**config.mk**
```make
export PLATFORM = sky130hd
export DESIGN_NAME = multicycle_controller_flat
export DESIGN_NICKNAME = d
export VERILOG_FILES = /design/src/rtl/multicycle_controller_if.sv /design/src/rtl/multicycle_controller.sv /design/src/flat_wrapper.sv
export SDC_FILE = /design/constraint.sdc
export NUM_CORES = 1
export LEC_CHECK = 0
export ABC_AREA = 1
export BUFFER_PORTS_ARGS = -buffer_cell sky130_fd_sc_hd__buf_2
export CAP_MARGIN = 20
export CORE_UTILIZATION = 39
export DETAILED_ROUTE_END_ITERATION = 10
export PLACE_DENSITY = 0.73
export SETUP_SLACK_MARGIN = 0.3
export SYNTH_ARGS = -nofsm -noshare
export SYNTH_HDL_FRONTEND = slang
export SYNTH_SLANG_ARGS = --single-unit
```
**constraint.sdc**
```tcl
create_clock -name clk -period 1.2 [get_ports clk]
set_input_delay 0.12 -clock clk [delete_from_list [all_inputs] [get_ports clk]]
set_output_delay 0.12 -clock clk [all_outputs]
set_load 0.005 [all_outputs]
```
**src/rtl/multicycle_controller_if.sv**
```systemverilog
// Control bus between the multi-cycle controller and its datapath.
// Carries the decoded IR fields, ALU flags, the memory handshake and every
// mux select / write enable the controller produces.
interface multicycle_controller_if;
  logic [6:0] opcode;
  logic [2:0] func3;
  logic       zero;
  logic       neg;
  logic       mem_ready;

  logic       mem_req;
  logic       MemWrite;
  logic       AdrSrc;
  logic       IRWrite;
  logic       PCWrite;
  logic       RegWrite;
  logic [1:0] ResultSrc;
  logic [1:0] ALUSrcA;
  logic [1:0] ALUSrcB;
  logic [1:0] ALUOp;
  logic [2:0] ImmSrc;
  logic       illegal;

  // Controller side: consumes IR fields and flags, drives the controls.
  modport master (
    input  opcode, func3, zero, neg, mem_ready,
    output mem_req, MemWrite, AdrSrc, IRWrite, PCWrite, RegWrite,
           ResultSrc, ALUSrcA, ALUSrcB, ALUOp, ImmSrc, illegal
  );

  // Datapath side: the mirror image.
  modport slave (
    output opcode, func3, zero, neg, mem_ready,
    input  mem_req, MemWrite, AdrSrc, IRWrite, PCWrite, RegWrite,
           ResultSrc, ALUSrcA, ALUSrcB, ALUOp, ImmSrc, illegal
  );
endinterface

```
**src/rtl/multicycle_controller.sv**
```systemverilog
// Main control FSM for the multi-cycle RV32I-subset datapath.
// Only the state is registered; every control output is decoded from the
// state, with IRWrite/PCWrite additionally qualified by mem_ready or the
// branch condition. JAL and the second step of JALR drive identical controls
// and share one state (JUMP), which keeps all live encodings in 0..13.
module multicycle_controller #(
  parameter logic [3:0] RESET_STATE = 4'd0
) (
  input  logic                   clk,
  input  logic                   rst,
  multicycle_controller_if.master ctrl
);

  typedef enum logic [3:0] {
    FETCH    = 4'd0,
    DECODE   = 4'd1,
    MEMADR   = 4'd2,
    MEMREAD  = 4'd3,
    MEMWB    = 4'd4,
    MEMWRITE = 4'd5,
    EXEC_R   = 4'd6,
    EXEC_I   = 4'd7,
    LUI      = 4'd8,
    ALUWB    = 4'd9,
    BRANCH   = 4'd10,
    JUMP     = 4'd11,
    JALR     = 4'd12,
    ILLEGAL  = 4'd13
  } state_t;

  localparam logic [6:0] OP_LW   = 7'b0000011;
  localparam logic [6:0] OP_SW   = 7'b0100011;
  localparam logic [6:0] OP_R    = 7'b0110011;
  localparam logic [6:0] OP_I    = 7'b0010011;
  localparam logic [6:0] OP_BR   = 7'b1100011;
  localparam logic [6:0] OP_JAL  = 7'b1101111;
  localparam logic [6:0] OP_JALR = 7'b1100111;
  localparam logic [6:0] OP_LUI  = 7'b0110111;

  state_t state_q, state_d;
  logic   branchTaken;

  // State register; reset wins over any pending transition, even mid-wait.
  always_ff @(posedge clk) begin
    if (rst) state_q <= state_t'(RESET_STATE);
    else     state_q <= state_d;
  end

  // Branch condition from func3; unsupported compares behave as a nop.
  always_comb begin
    branchTaken = 1'b0;
    case (ctrl.func3)
      3'b000:  branchTaken = ctrl.zero;
      3'b001:  branchTaken = ~ctrl.zero;
      3'b100:  branchTaken = ctrl.neg;
      3'b101:  branchTaken = ~ctrl.neg;
      default: branchTaken = 1'b0;
    endcase
  end

  // Immediate format depends only on the opcode, in every state.
  always_comb begin
    ctrl.ImmSrc = 3'b000;
    case (ctrl.opcode)
      OP_SW:   ctrl.ImmSrc = 3'b001;
      OP_BR:   ctrl.ImmSrc = 3'b010;
      OP_JAL:  ctrl.ImmSrc = 3'b011;
      OP_LUI:  ctrl.ImmSrc = 3'b100;
      default: ctrl.ImmSrc = 3'b000;
    endcase
  end

  // Next-state and control decode; reset masks every side-effecting enable.
  always_comb begin
    state_d        = state_q;
    ctrl.mem_req   = 1'b0;
    ctrl.MemWrite  = 1'b0;
    ctrl.AdrSrc    = 1'b0;
    ctrl.IRWrite   = 1'b0;
    ctrl.PCWrite   = 1'b0;
    ctrl.RegWrite  = 1'b0;
    ctrl.ResultSrc = 2'b00;
    ctrl.ALUSrcA   = 2'b00;
    ctrl.ALUSrcB   = 2'b00;
    ctrl.ALUOp     = 2'b00;
    ctrl.illegal   = 1'b0;

    case (state_q)
      FETCH: begin
        ctrl.mem_req   = 1'b1;
        ctrl.ALUSrcB   = 2'b10;
        ctrl.ResultSrc = 2'b10;
        ctrl.IRWrite   = ctrl.mem_ready;
        ctrl.PCWrite   = ctrl.mem_ready;
        if (ctrl.mem_ready) state_d = DECODE;
      end
      DECODE: begin
        ctrl.ALUSrcA = 2'b01;
        ctrl.ALUSrcB = 2'b01;
        case (ctrl.opcode)
          OP_LW, OP_SW: state_d = MEMADR;
          OP_R:         state_d = EXEC_R;
          OP_I:         state_d = EXEC_I;
          OP_BR:        state_d = BRANCH;
          OP_JAL:       state_d = JUMP;
          OP_JALR:      state_d = JALR;
          OP_LUI:       state_d = LUI;
          default:      state_d = ILLEGAL;
        endcase
      end
      MEMADR: begin
        ctrl.ALUSrcA = 2'b10;
        ctrl.ALUSrcB = 2'b01;
        state_d      = (ctrl.opcode == OP_LW) ? MEMREAD : MEMWRITE;
      end
      MEMREAD: begin
        ctrl.mem_req = 1'b1;
        ctrl.AdrSrc  = 1'b1;
        if (ctrl.mem_ready) state_d = MEMWB;
      end
      MEMWB: begin
        ctrl.ResultSrc = 2'b01;
        ctrl.RegWrite  = 1'b1;
        state_d        = FETCH;
      end
      MEMWRITE: begin
        ctrl.mem_req  = 1'b1;
        ctrl.AdrSrc   = 1'b1;
        ctrl.MemWrite = 1'b1;
        if (ctrl.mem_ready) state_d = FETCH;
      end
      EXEC_R: begin
        ctrl.ALUSrcA = 2'b10;
        ctrl.ALUSrcB = 2'b00;
        ctrl.ALUOp   = 2'b10;
        state_d      = ALUWB;
      end
      EXEC_I: begin
        ctrl.ALUSrcA = 2'b10;
        ctrl.ALUSrcB = 2'b01;
        ctrl.ALUOp   = 2'b11;
        state_d      = ALUWB;
      end
      LUI: begin
        ctrl.ALUSrcA = 2'b11;
        ctrl.ALUSrcB = 2'b01;
        state_d      = ALUWB;
      end
      ALUWB: begin
        ctrl.RegWrite = 1'b1;
        state_d       = FETCH;
      end
      BRANCH: begin
        ctrl.ALUSrcA = 2'b10;
        ctrl.ALUSrcB = 2'b00;
        ctrl.ALUOp   = 2'b01;
        ctrl.PCWrite = branchTaken;
        state_d      = FETCH;
      end
      JUMP: begin
        ctrl.ALUSrcA = 2'b01;
        ctrl.ALUSrcB = 2'b10;
        ctrl.PCWrite = 1'b1;
        state_d      = ALUWB;
      end
      JALR: begin
        ctrl.ALUSrcA = 2'b10;
        ctrl.ALUSrcB = 2'b01;
        state_d      = JUMP;
      end
      ILLEGAL: begin
        ctrl.illegal = 1'b1;
        state_d      = ILLEGAL;
      end
      default: state_d = FETCH;
    endcase

    if (rst) begin
      ctrl.mem_req  = 1'b0;
      ctrl.MemWrite = 1'b0;
      ctrl.IRWrite  = 1'b0;
      ctrl.PCWrite  = 1'b0;
      ctrl.RegWrite = 1'b0;
    end
  end

endmodule

```
**src/flat_wrapper.sv**
```systemverilog
// flat-port wrapper written by rule: the top's interface ports become plain ports
module multicycle_controller_flat 
#(
  parameter logic [3:0] RESET_STATE = 4'd0
)
  (clk, rst, ctrl_opcode, ctrl_func3, ctrl_zero, ctrl_neg, ctrl_mem_ready, ctrl_mem_req, ctrl_MemWrite, ctrl_AdrSrc, ctrl_IRWrite, ctrl_PCWrite, ctrl_RegWrite, ctrl_ResultSrc, ctrl_ALUSrcA, ctrl_ALUSrcB, ctrl_ALUOp, ctrl_ImmSrc, ctrl_illegal);
  multicycle_controller_if ctrl_i ();
  input  logic clk;
  input  logic rst;
  input wire logic [$bits(ctrl_i.opcode)-1:0] ctrl_opcode;
  input wire logic [$bits(ctrl_i.func3)-1:0] ctrl_func3;
  input wire logic [$bits(ctrl_i.zero)-1:0] ctrl_zero;
  input wire logic [$bits(ctrl_i.neg)-1:0] ctrl_neg;
  input wire logic [$bits(ctrl_i.mem_ready)-1:0] ctrl_mem_ready;
  output wire logic [$bits(ctrl_i.mem_req)-1:0] ctrl_mem_req;
  output wire logic [$bits(ctrl_i.MemWrite)-1:0] ctrl_MemWrite;
  output wire logic [$bits(ctrl_i.AdrSrc)-1:0] ctrl_AdrSrc;
  output wire logic [$bits(ctrl_i.IRWrite)-1:0] ctrl_IRWrite;
  output wire logic [$bits(ctrl_i.PCWrite)-1:0] ctrl_PCWrite;
  output wire logic [$bits(ctrl_i.RegWrite)-1:0] ctrl_RegWrite;
  output wire logic [$bits(ctrl_i.ResultSrc)-1:0] ctrl_ResultSrc;
  output wire logic [$bits(ctrl_i.ALUSrcA)-1:0] ctrl_ALUSrcA;
  output wire logic [$bits(ctrl_i.ALUSrcB)-1:0] ctrl_ALUSrcB;
  output wire logic [$bits(ctrl_i.ALUOp)-1:0] ctrl_ALUOp;
  output wire logic [$bits(ctrl_i.ImmSrc)-1:0] ctrl_ImmSrc;
  output wire logic [$bits(ctrl_i.illegal)-1:0] ctrl_illegal;
  assign ctrl_i.opcode = ctrl_opcode;
  assign ctrl_i.func3 = ctrl_func3;
  assign ctrl_i.zero = ctrl_zero;
  assign ctrl_i.neg = ctrl_neg;
  assign ctrl_i.mem_ready = ctrl_mem_ready;
  assign ctrl_mem_req = ctrl_i.mem_req;
  assign ctrl_MemWrite = ctrl_i.MemWrite;
  assign ctrl_AdrSrc = ctrl_i.AdrSrc;
  assign ctrl_IRWrite = ctrl_i.IRWrite;
  assign ctrl_PCWrite = ctrl_i.PCWrite;
  assign ctrl_RegWrite = ctrl_i.RegWrite;
  assign ctrl_ResultSrc = ctrl_i.ResultSrc;
  assign ctrl_ALUSrcA = ctrl_i.ALUSrcA;
  assign ctrl_ALUSrcB = ctrl_i.ALUSrcB;
  assign ctrl_ALUOp = ctrl_i.ALUOp;
  assign ctrl_ImmSrc = ctrl_i.ImmSrc;
  assign ctrl_illegal = ctrl_i.illegal;
  multicycle_controller #(.RESET_STATE(RESET_STATE)) u_core (.clk(clk), .rst(rst), .ctrl(ctrl_i));
endmodule
```
After elaboration in Yosys (flattened, before gate mapping). Cells that the tools add are included.

Bits in registers: 4. Bits in latches: 0. Bits in writable memories: 0. Memory bits (read-only): 0. Input port bits: 15. Output and inout port bits: 18. Logic and storage cells: 66. Memories kept: 0.

Add/subtract/negate cells: 0. Multiply operators: 0. Div/mod/pow operators: 0. Order comparisons: 0. Equal/unequal tests: 27. Shift operators: 0. Mux-type cells: 24. Bitwise gates (word level): 2. Reductions and logical operators: 12.

Operators with widths (count): $pmux W4 S8 (1); $pmux W4 S7 (1); $eq A4 B4 Y1 const B (6); $eq A7 B6 Y1 const B (3); $eq A7 B7 Y1 const B (3); $eq A4 B3 Y1 const B (4); $mux W4 (3); $pmux W2 S3 (2); $pmux W3 S4 (1); $mux W1 (11); $reduce_or A2 Y1 (5); $reduce_or A5 Y1 (2); $eq A4 B2 Y1 const B (2); $pmux W2 S2 (2); $eq A7 B2 Y1 const B (1); $eq A7 B5 Y1 const B (1); $eq A3 B3 Y1 const B (2); $ne A2 B2 Y1 const B (3); $eq A4 B1 Y1 const B (1); $logic_not A4 Y1 (1); $pmux W1 S4 (1); $reduce_or A4 Y1 (1); $eq A3 B1 Y1 const B (1); $logic_not A3 Y1 (1); other kinds (5) (6).

Longest topological paths before layout.
Word-level depth: 4. Depth in mapped cells: 12. Gate-level depth less buffers: 12.

Worst setup path before layout. No wires, ideal clock.

Path type: register to output. Start point: register u_core.state_q[1]. End point: output ctrl_PCWrite. Arrival: 1.130 ns. Required time: 1.080 ns. Slack: -0.050 ns. Cell stages (with the launch flop): 8. Path buffers: 0. Cell sequence: dfxtp_1 -> inv_2 -> nor2_2 -> inv_2 -> or2_4 -> nor3_2 -> nand2_1 -> a31oi_1.

Cells in the longest elaborated chain, start to end: 3. Elaborated cells on any way between the ends: 5. Those cells by class: 2 x eq/ne; 2 x mux; 1 x reduce/logical.

Ends and longest elaborated chain: start: declaration (line multicycle_controller.sv:40) `state_t state_q, state_d;`; start signal: assignment (line multicycle_controller.sv:45) `if (rst) state_q <= state_t'(RESET_STATE);`; start signal: assignment (line multicycle_controller.sv:46) `else state_q <= state_d;`; $eq A4 B4 Y1 / $logic_not A4 Y1 (equally long branches) (line multicycle_controller.sv:88) `case (state_q)`; $pmux W1 S3 (*) (line multicycle_controller.sv:88); $mux W1 (*) (line multicycle_controller.sv:178) `if (rst) begin`; end: declaration (line flat_wrapper.sv:19) `output wire logic [$bits(ctrl_i.PCWrite)-1:0] ctrl_PCWrite;`.

Every way passes the cells marked *; elsewhere a longest branch is shown, timed or not.

Worst setup path in the final report. Same ends and word-level chain as after synthesis.

==> out/qor.txt <==
Routed Antenna Nets: 0
post-synth top area share: 16.6%
crit-path max FO: 3
Synth Area per Inst: 5.28 um^2
Worst Tran Pin Value: 305 ps
GRT Total Usage: 27.6%
Critical Path Max Stage Delay: 360 ps
critical-path cell list: inv_4 -> nor2_4 -> inv_2 -> or2_4 -> nor3_2 -> nand2_1 -> a31oi_1 -> buf_2
CP delay by family, top: simple AND/OR/NAND/NOR gates
Min-Delay Path Class: primary input to flip-flop
worst clock skew: 7.10 ps
slowest CP cell: dfxtp_4
Pwr Density: 1460 nW/um^2
synthesized flop and latch total: 4
Post-Route WL: 3.56 mm
Arrival @ worst endpoint: 1650 ps
Via density: 5.64
cell area after layout: 1340 um^2
metal2 WL: 1.72 mm
status: finished with violations
FF/Latch Area: 95.1 um^2
gr ovfl total: 0
Nets: 198
H-tree levels: 1
drt first pass iters: 4
Yosys top cell by area: nand2_1
Synth area leaders: nand2_1 17%, dfxtp_1 13%, nor2_1 11%, inv_1 7.1%, nand3_1 6.3%
die footprint: 1790 um^2
final hold slack: 182 ps
unrepaired setup endpoints after global routing: true
Synth cell types: 25
worst-skew pair later-pin latency: 240 ps
first-pass GRT wire length: 3.86 mm
met3 wire len: 318 um
CTS Root Cell: clkbuf_4
Std-Cell Rows: 14
CORE AREA: 1510 um^2
fmax: 565 MHz
routability cong.: 0.895
synthesized instance count: 120
PortBufs: 32
Crit path required time: 1080 ps
commonest non-fill, non-tap cell in the layout: buf_2
Design Power: 0.00196 W
crit share post-route: 148%
# fillers: 69
Initial DRC Count: 49
synth warn: 0
Slew headroom: 79.6%
# setup viols final: 19
CTS tree: yes
vias in the first global route: 909
placed inst area: 973 um^2
most frequent cells in the layout: 27 x buf_2, 20 x nand2_1, 15 x buf_6, 15 x buf_4, 11 x nor2_1
detailed-placement wirelength estimate: 1.62 mm
violated checks: setup timing
clk slew on worst S/H paths: 40 ps
Largest Register: u_core.state_q
multi-input logic area: 649 um^2
max FFs per register: 4
pre-CTS setup slack: -90.5 ps
Initial Utilization: 42.0%
initial antenna violation count: 0
final hold violation count: 0
Via Count: 1116
post-synthesis sequential area ratio: 12.6%
Final min period: 1770 ps
syn nets: 135
Syn Std Cell Area: 633 um^2
crit path launch type: flip-flop
# hold bufs at CTS: 0
DR top layer: met4
CTS buffer count: 3
setup ws final: -570 ps
Final Util: 89.0%
Final Slew Violations: 0
VDD IR-drop max: 1.25 mV
WL/cell: 18.0 um
I/O Pins: 33
top flop regs: u_core.state_q x4
Sink Count: 4
drt drc: 0
largest net degree at the start of global routing: 10
Syn-to-layout area delta: 112%
Die H: 42.3 um
CP Capture Type: output port
LEAKAGE: 0.706 nW
Die X: 42.3 um
Inserted Diodes: 0
worst path bufs/invs: 3
Longest Clk Path Bufs: 2
Max Cap Viol: 0
proportion of layout cells with a drive suffix above 1: 67.0%
critical path class: flip-flop to output port
M1 wire length: 1.37 mm
cell families after synthesis:
logic type	Yosys count	synth area share, %
and+or+nand+nor	72	52.6
buffers and inverters	24	14.2
AOI/OAI and AO/OA	18	17.6
DFF	4	12.6
xor gates and xnor gates	1	1.38
muxes	1	1.58
per-stage QoR:
step           std cells  setup TNS, ps
4_1_cts              192          -3760
2_1_floorplan        120              0
3_3_place_gp         182           -112
3_5_place_dp         182           -223
6_report             198          -5290
5_1_grt              198          -6060
where the power goes:
group          internal (W)  switching [W]  leakage, nW
registers          0.000195       0.000109       0.0356
clock network      0.000125      0.0000559       0.0150
logic              0.000636       0.000835        0.655
total              0.000956        0.00100        0.706
path summary, 6_finish.rpt:
path | from | to | slack (ps) | cells past startpoint
worst max-delay path | u_core.state_q[1]$_SDFFE_PP0P_ | ctrl_PCWrite | -570 | 8
worst max register to register | u_core.state_q[1]$_SDFFE_PP0P_ | u_core.state_q[0]$_SDFFE_PP0P_ | -270 | 10
worst min register to register | u_core.state_q[3]$_SDFFE_PP0P_ | u_core.state_q[3]$_SDFFE_PP0P_ | 790 | 4
worst min-delay path | rst | u_core.state_q[2]$_SDFFE_PP0P_ | 180 | 2
routing by layer:
| metal | global-route usage [%] | vias to the layer above |
|---|---|---|
| met5 | 0 | - |
| met3 | 4.31 | 18 |
| met2 | 45.8 | 79 |
| met4 | 13.1 | 0 |
| met1 | 34.5 | 510 |
| li1 | - | 509 |
timing repair:
item | 4_1_cts | 5_1_grt
setup buffers | 6 | 6
gates resized for setup | 18 | 48
pin swaps | 7 | 14
endpoints found under the setup margin | 19 | 22
final cells by class:
class / instances / area share, %
Multi-Input combinational cell: 92 / 48.5
Timing Repair Buffer: 59 / 33.3
Inverter: 23 / 7.66
Sequential cell: 4 / 7.10
Clock buffer: 4 / 1.96
Tap cell: 16 / 1.49
worst reg2reg max path: cells and delay by family, from the launching register on:
kind	cells	cell delay, ps
and+or+nand+nor	1	60
DFF	1	360
buffers and inverters	6	550
AOI/OAI and AO/OA	3	410
cell usage after synthesis, drive strengths merged:
cell	count
nand3b	1
buf	1
mux2i	1
dfxtp	4
a21oi	6
nor2	23
inv	22
nand3	9
or2	1
nand2	34
o31ai	1
a31oi	4
nor3	4
clkinv	1
o21a	1
o21ai	4
xnor2	1
o2111ai	2
Power figures use the tool's default switching activity.
